$ cat src/rtl/rgmii_rx_inband_status.sv
// RGMII in-band status decoder: tracks RXD during inter-frame gaps, debounces the
// link/speed/duplex code and commits one-hot status flags in the RX clock domain.
//
// state    | meaning
// S_FRAME  | frame or error in progress (or just reset); waiting for the first idle sample
// S_SETTLE | discarding the first idle samples after a frame
// S_TRACK  | tracking idle samples and counting identical consecutive codes
module rgmii_rx_inband_status #(
    parameter int unsigned STABLE_COUNT = 8,
    parameter int unsigned IFG_SETTLE   = 2,
    parameter int unsigned STALE_CYCLES = 1000000
) (
    input  logic       clk,
    input  logic       reset,
    input  logic       rx_dv,
    input  logic       rx_err,
    input  logic [3:0] rxd,
    output logic       rx_speed_10,
    output logic       rx_speed_100,
    output logic       rx_speed_1000,
    output logic       rx_link_up,
    output logic       rx_full_duplex,
    output logic       status_valid,
    output logic       status_change,
    output logic [7:0] bad_code_count
);

    localparam int unsigned RUN_W    = $clog2(STABLE_COUNT + 1);
    localparam int unsigned SETTLE_W = $clog2(IFG_SETTLE + 1);
    localparam int unsigned STALE_W  = (STALE_CYCLES > 0) ? $clog2(STALE_CYCLES + 1) : 1;

    localparam logic [RUN_W-1:0]    RUN_MAX     = RUN_W'(STABLE_COUNT);
    localparam logic [RUN_W-1:0]    RUN_LAST    = RUN_W'(STABLE_COUNT - 1);
    localparam logic [SETTLE_W-1:0] SETTLE_LAST = SETTLE_W'(IFG_SETTLE - 1);
    localparam logic [STALE_W-1:0]  STALE_MAX   = STALE_W'(STALE_CYCLES);
    localparam logic [STALE_W-1:0]  STALE_LAST  = STALE_W'(STALE_CYCLES - 1);

    typedef enum logic [1:0] {
        S_FRAME,
        S_SETTLE,
        S_TRACK
    } state_t;

    state_t              state;
    logic [RUN_W-1:0]    run;
    logic [3:0]          cand;
    logic [SETTLE_W-1:0] settle_cnt;
    logic [STALE_W-1:0]  stale_cnt;

    logic       sample_ok;
    logic       match;
    logic       commit;
    logic [2:0] speed_hot;
    logic [4:0] new_status;
    logic [4:0] cur_status;

    always_comb begin
        sample_ok = !rx_dv && !rx_err;
        match     = (run != '0) && (rxd == cand);
        commit    = sample_ok && (state == S_TRACK) && match && (run == RUN_LAST);
        speed_hot = 3'b000;
        case (rxd[2:1])
            2'b00:   speed_hot = 3'b100;
            2'b01:   speed_hot = 3'b010;
            2'b10:   speed_hot = 3'b001;
            default: speed_hot = 3'b000;
        endcase
        new_status = {speed_hot, rxd[0], rxd[3]};
        cur_status = {rx_speed_10, rx_speed_100, rx_speed_1000, rx_link_up, rx_full_duplex};
    end

    always_ff @(posedge clk) begin
        if (reset) begin
            state          <= S_FRAME;
            run            <= '0;
            cand           <= '0;
            settle_cnt     <= '0;
            stale_cnt      <= '0;
            rx_speed_10    <= 1'b0;
            rx_speed_100   <= 1'b0;
            rx_speed_1000  <= 1'b0;
            rx_link_up     <= 1'b0;
            rx_full_duplex <= 1'b0;
            status_valid   <= 1'b0;
            status_change  <= 1'b0;
            bad_code_count <= '0;
        end else begin
            status_change <= 1'b0;
            if (!sample_ok) begin
                state <= S_FRAME;
                run   <= '0;
                // Stale fires once on reaching the limit; the counter then parks there.
                if (STALE_CYCLES != 0 && stale_cnt != STALE_MAX) begin
                    stale_cnt <= stale_cnt + 1'b1;
                    if (stale_cnt == STALE_LAST) begin
                        status_valid  <= 1'b0;
                        rx_link_up    <= 1'b0;
                        status_change <= rx_link_up;
                    end
                end
            end else begin
                stale_cnt <= '0;
                case (state)
                    S_FRAME: begin
                        settle_cnt <= SETTLE_W'(1);
                        state      <= (IFG_SETTLE == 1) ? S_TRACK : S_SETTLE;
                    end
                    S_SETTLE: begin
                        settle_cnt <= settle_cnt + 1'b1;
                        if (settle_cnt == SETTLE_LAST) begin
                            state <= S_TRACK;
                        end
                    end
                    S_TRACK: begin
                        if (match) begin
                            if (run != RUN_MAX) begin
                                run <= run + 1'b1;
                            end
                        end else begin
                            cand <= rxd;
                            run  <= RUN_W'(1);
                        end
                        if (commit) begin
                            if (rxd[2:1] == 2'b11) begin
                                if (bad_code_count != 8'hff) begin
                                    bad_code_count <= bad_code_count + 1'b1;
                                end
                            end else begin
                                {rx_speed_10, rx_speed_100, rx_speed_1000} <= speed_hot;
                                rx_link_up     <= rxd[0];
                                rx_full_duplex <= rxd[3];
                                status_valid   <= 1'b1;
                                status_change  <= (new_status != cur_status) || !status_valid;
                            end
                        end
                    end
                    default: state <= S_FRAME;
                endcase
            end
        end
    end

endmodule
$ cat config.mk
export PLATFORM = sky130hd
export DESIGN_NAME = rgmii_rx_inband_status
export DESIGN_NICKNAME = d
export VERILOG_FILES = /design/src/rtl/rgmii_rx_inband_status.sv
export SDC_FILE = /design/constraint.sdc
export NUM_CORES = 1
export LEC_CHECK = 0
export CELL_PAD_IN_SITES_DETAIL_PLACEMENT = 1
export CELL_PAD_IN_SITES_GLOBAL_PLACEMENT = 2
export CORE_MARGIN = 2
export CORE_UTILIZATION = 36
export CTS_BUF_LIST = sky130_fd_sc_hd__clkbuf_8
export CTS_CLUSTER_SIZE = 25
export DETAILED_ROUTE_END_ITERATION = 16
export PLACE_DENSITY = 0.92
export SLEW_MARGIN = 25
export SYNTH_ARGS = -nofsm -noshare
export SYNTH_HDL_FRONTEND = slang
export SYNTH_SLANG_ARGS = --single-unit
$ cat constraint.sdc
create_clock -name clk -period 2.35 [get_ports clk]
set_clock_uncertainty 0.05 [all_clocks]
set_input_delay 0.47 -clock clk [delete_from_list [all_inputs] [get_ports clk]]
set_output_delay 0.47 -clock clk [all_outputs]
set_load 0.03 [all_outputs]
==> reports/results.ini <==
[timing]
max_slew_margin_pct = 56.6
drv_slew = 0
hold_viol = 0
setup_viol = 0
period_minus_slack_ps = 2190
fin_hold_ws_ps = 437
rsz0062_at_grt = false
fmax_ghz = 0.458
fin_crit_sh_pct = 93.0
finalSetupTns_ps = 0
worstMarginPinSlew_ps = 646

[yosys]
synth_top_cell_by_area = dfxtp_1
synth_area_sq_mm = 0.00232
synth_top_area_share_pct = 40.5
synth-warning-count = 0
postSynth.asyncResetShare_pct = 0
syn-mean-instance-area_sq_um = 8.69
synthesis.nets = 281
ys_seq_area_share_pct = 40.5
syn_inst = 267
ys.flop_type = dfxtp_1
netlist-cell-type-count = 42
ys_ff_latch = 47
yosys-top-cells-area = dfxtp_1 (41%), nor2_1 (7.3%), xnor2_1 (5.3%)
synth_edf_count = 0

[clock_tree]
root_buffer = clkbuf_8
hold_buffers = 0
cts_tree = done
clock_latency_ps = 300
cts.path.max_buffers = 2
cts_setup_buffers = 0
cts_htree_levels = 2
cts_buffers = 5
cts_num_sinks = 47
clkTransAtPathRegs_ps = 80
post_cts_resized = 0

[setup_path]
reg2reg_setup_slack_ps = 490
cp.required_ps = 2490
crit_arrival_ps = 2330
cp_max_fo = 7
critPathLaunchType = primary input
critPathKind = in2reg
worst_setup_path_end_kind = flip-flop

[global_route]
met2_usage_pct = 27.1
top_usage_layer = met2
grt_overflow = 0
grt_pass1_wl_um = 9400
grt.total_usage_pct = 16.1
grt_use_met3_pct = 3.05
antenna_found_initial = 0
grt_max_degree = 21
grt_use_met1_pct = 20.7
grt_pass1_vias = 2008

[routing]
dr.pass1.iters = 4
ant_nets = 0
routedWlPerCell_um = 14.1
vias_per_cell = 5.14
first_iter_violations = 35
drc_errors = 0
finalWirelength_um = 5470
vias = 1988

[cells_and_area]
final_common_cell = dfxtp_1
antenna_cells = 0
num-fill-cells = 743
final_cell_mix = dfxtp_1 (47), nor2_1 (45), clkdlybuf4s50_1 (22), buf_4 (22), nand3_1 (16)
area_growth_pct = 22.9
num-nets-final = 324
drive_above_1_share_pct = 13.2
design_area_sq_mm = 0.00285
instances_no_fill = 387

[flow_run]
drv_cap = 0

[outcome]
outcome = completed

[die]
die_x_um = 84.3
core-area_sq_mm = 0.00628
top_level_ports = 23
die-area_sq_mm = 0.00711
start_util_pct = 37.0
fp.dieH_um = 84.3
rows = 29

[power_and_ir_drop]
power.density_mw_per_mm2 = 482
finalPower_mw = 1.37
ir_worst_vdd_v = 0.000251
leakage_nw = 1.04

[placement]
dpl_cell_area_sq_mm = 0.00277
portBuffers = 22
place_congestion = 0.802
place.detailed.hpwl_um = 4050
dp_cells = 380

[hold_path]
hold_class = reg2reg

==> per-layer routing <==
layer,up-vias,share of wire (%)
met5,-,0
met4,0,1.2
met3,6,1.7
met2,14,50
met1,953,47
li1,1015,-
==> critical path: stages <==
cell and delay [ps]:
clkdlybuf4s50_1 650, xnor2_2 170, nand4_2 220, buf_4 210, nor4_1 390, xnor2_1 170
nor2_1 50
==> worst paths after layout <==
kind | cells past startpoint | from | end
setup / recovery | 7 | rxd[1] | bad_code_count[5]$_SDFFE_PP0P_
hold / removal | 2 | cand[0]$_SDFFE_PP0P_ | cand[0]$_SDFFE_PP0P_
setup reg to reg | 6 | bad_code_count[0]$_SDFFE_PP0P_ | bad_code_count[7]$_SDFFE_PP0P_
hold reg to reg | 2 | cand[0]$_SDFFE_PP0P_ | cand[0]$_SDFFE_PP0P_
==> power breakdown <==
part / total, mW / internal [mW] / leakage [nW] / switching (mW)
Sequential: 0.807 / 0.801 / 0.379 / 0.00648
Clock: 0.475 / 0.204 / 0.0440 / 0.271
Combinational: 0.0930 / 0.0433 / 0.615 / 0.0497
==> kinds of logic (layout without fill, tap and decap cells) <==
family / after synthesis / after routing / share of synthesized area, %
XOR/XNOR: 28 / 28 / 10.9
AO/OA/AOI/OAI: 30 / 30 / 7.98
multiplexers: 7 / 7 / 3.23
AND/OR/NAND/NOR: 133 / 133 / 31.4
adder cells (fa/ha/maj): 6 / 6 / 3.23
flip-flops: 47 / 47 / 40.5
buffers and inverters: 16 / 59 / 2.75
==> through the flow <==
stage / util, % / setup slack (ps)
2_1_floorplan: - / 294
3_3_place_gp: 44.1 / -35.0
3_5_place_dp: 44.1 / -106
4_1_cts: 45.4 / 164
5_1_grt: 45.4 / 93.1
6_report: 45.4 / 165
==> synth_stat cells, drive strengths merged (2+ instances only) <==
cell / number
a21oi: 12
a31o: 3
and3: 6
and4: 2
buf: 3
clkbuf: 5
dfxtp: 47
ha: 6
inv: 8
mux2i: 6
nand2: 15
nand2b: 2
nand3: 17
nand3b: 2
nand4: 11
nor2: 45
nor2b: 6
nor3: 12
nor4: 3
nor4b: 2
o21a: 2
o21ai: 10
or3: 3
or4bb: 2
xnor2: 15
xor2: 13
==> sequential cells by signal, summed over array words and instances (netlist names), 2 cells and up <==
register        cells
stale_cnt          20
bad_code_count      8
cand                4
run                 4
settle_cnt          2
state               2
==> cell type report <==
type | count | area (sq um) | share of cell area [%]
timing repair buffer | 44 | 385 | 13.5
multi-input combinational | 204 | 1320 | 46.2
inverter | 8 | 30.0 | 1.05
sequential | 47 | 941 | 33.0
clock inverter | 2 | 13.8 | 0.483
tap | 77 | 96.3 | 3.38
clock buffer | 5 | 68.8 | 2.41
Note: power is estimated with default switching activity, not from simulation.
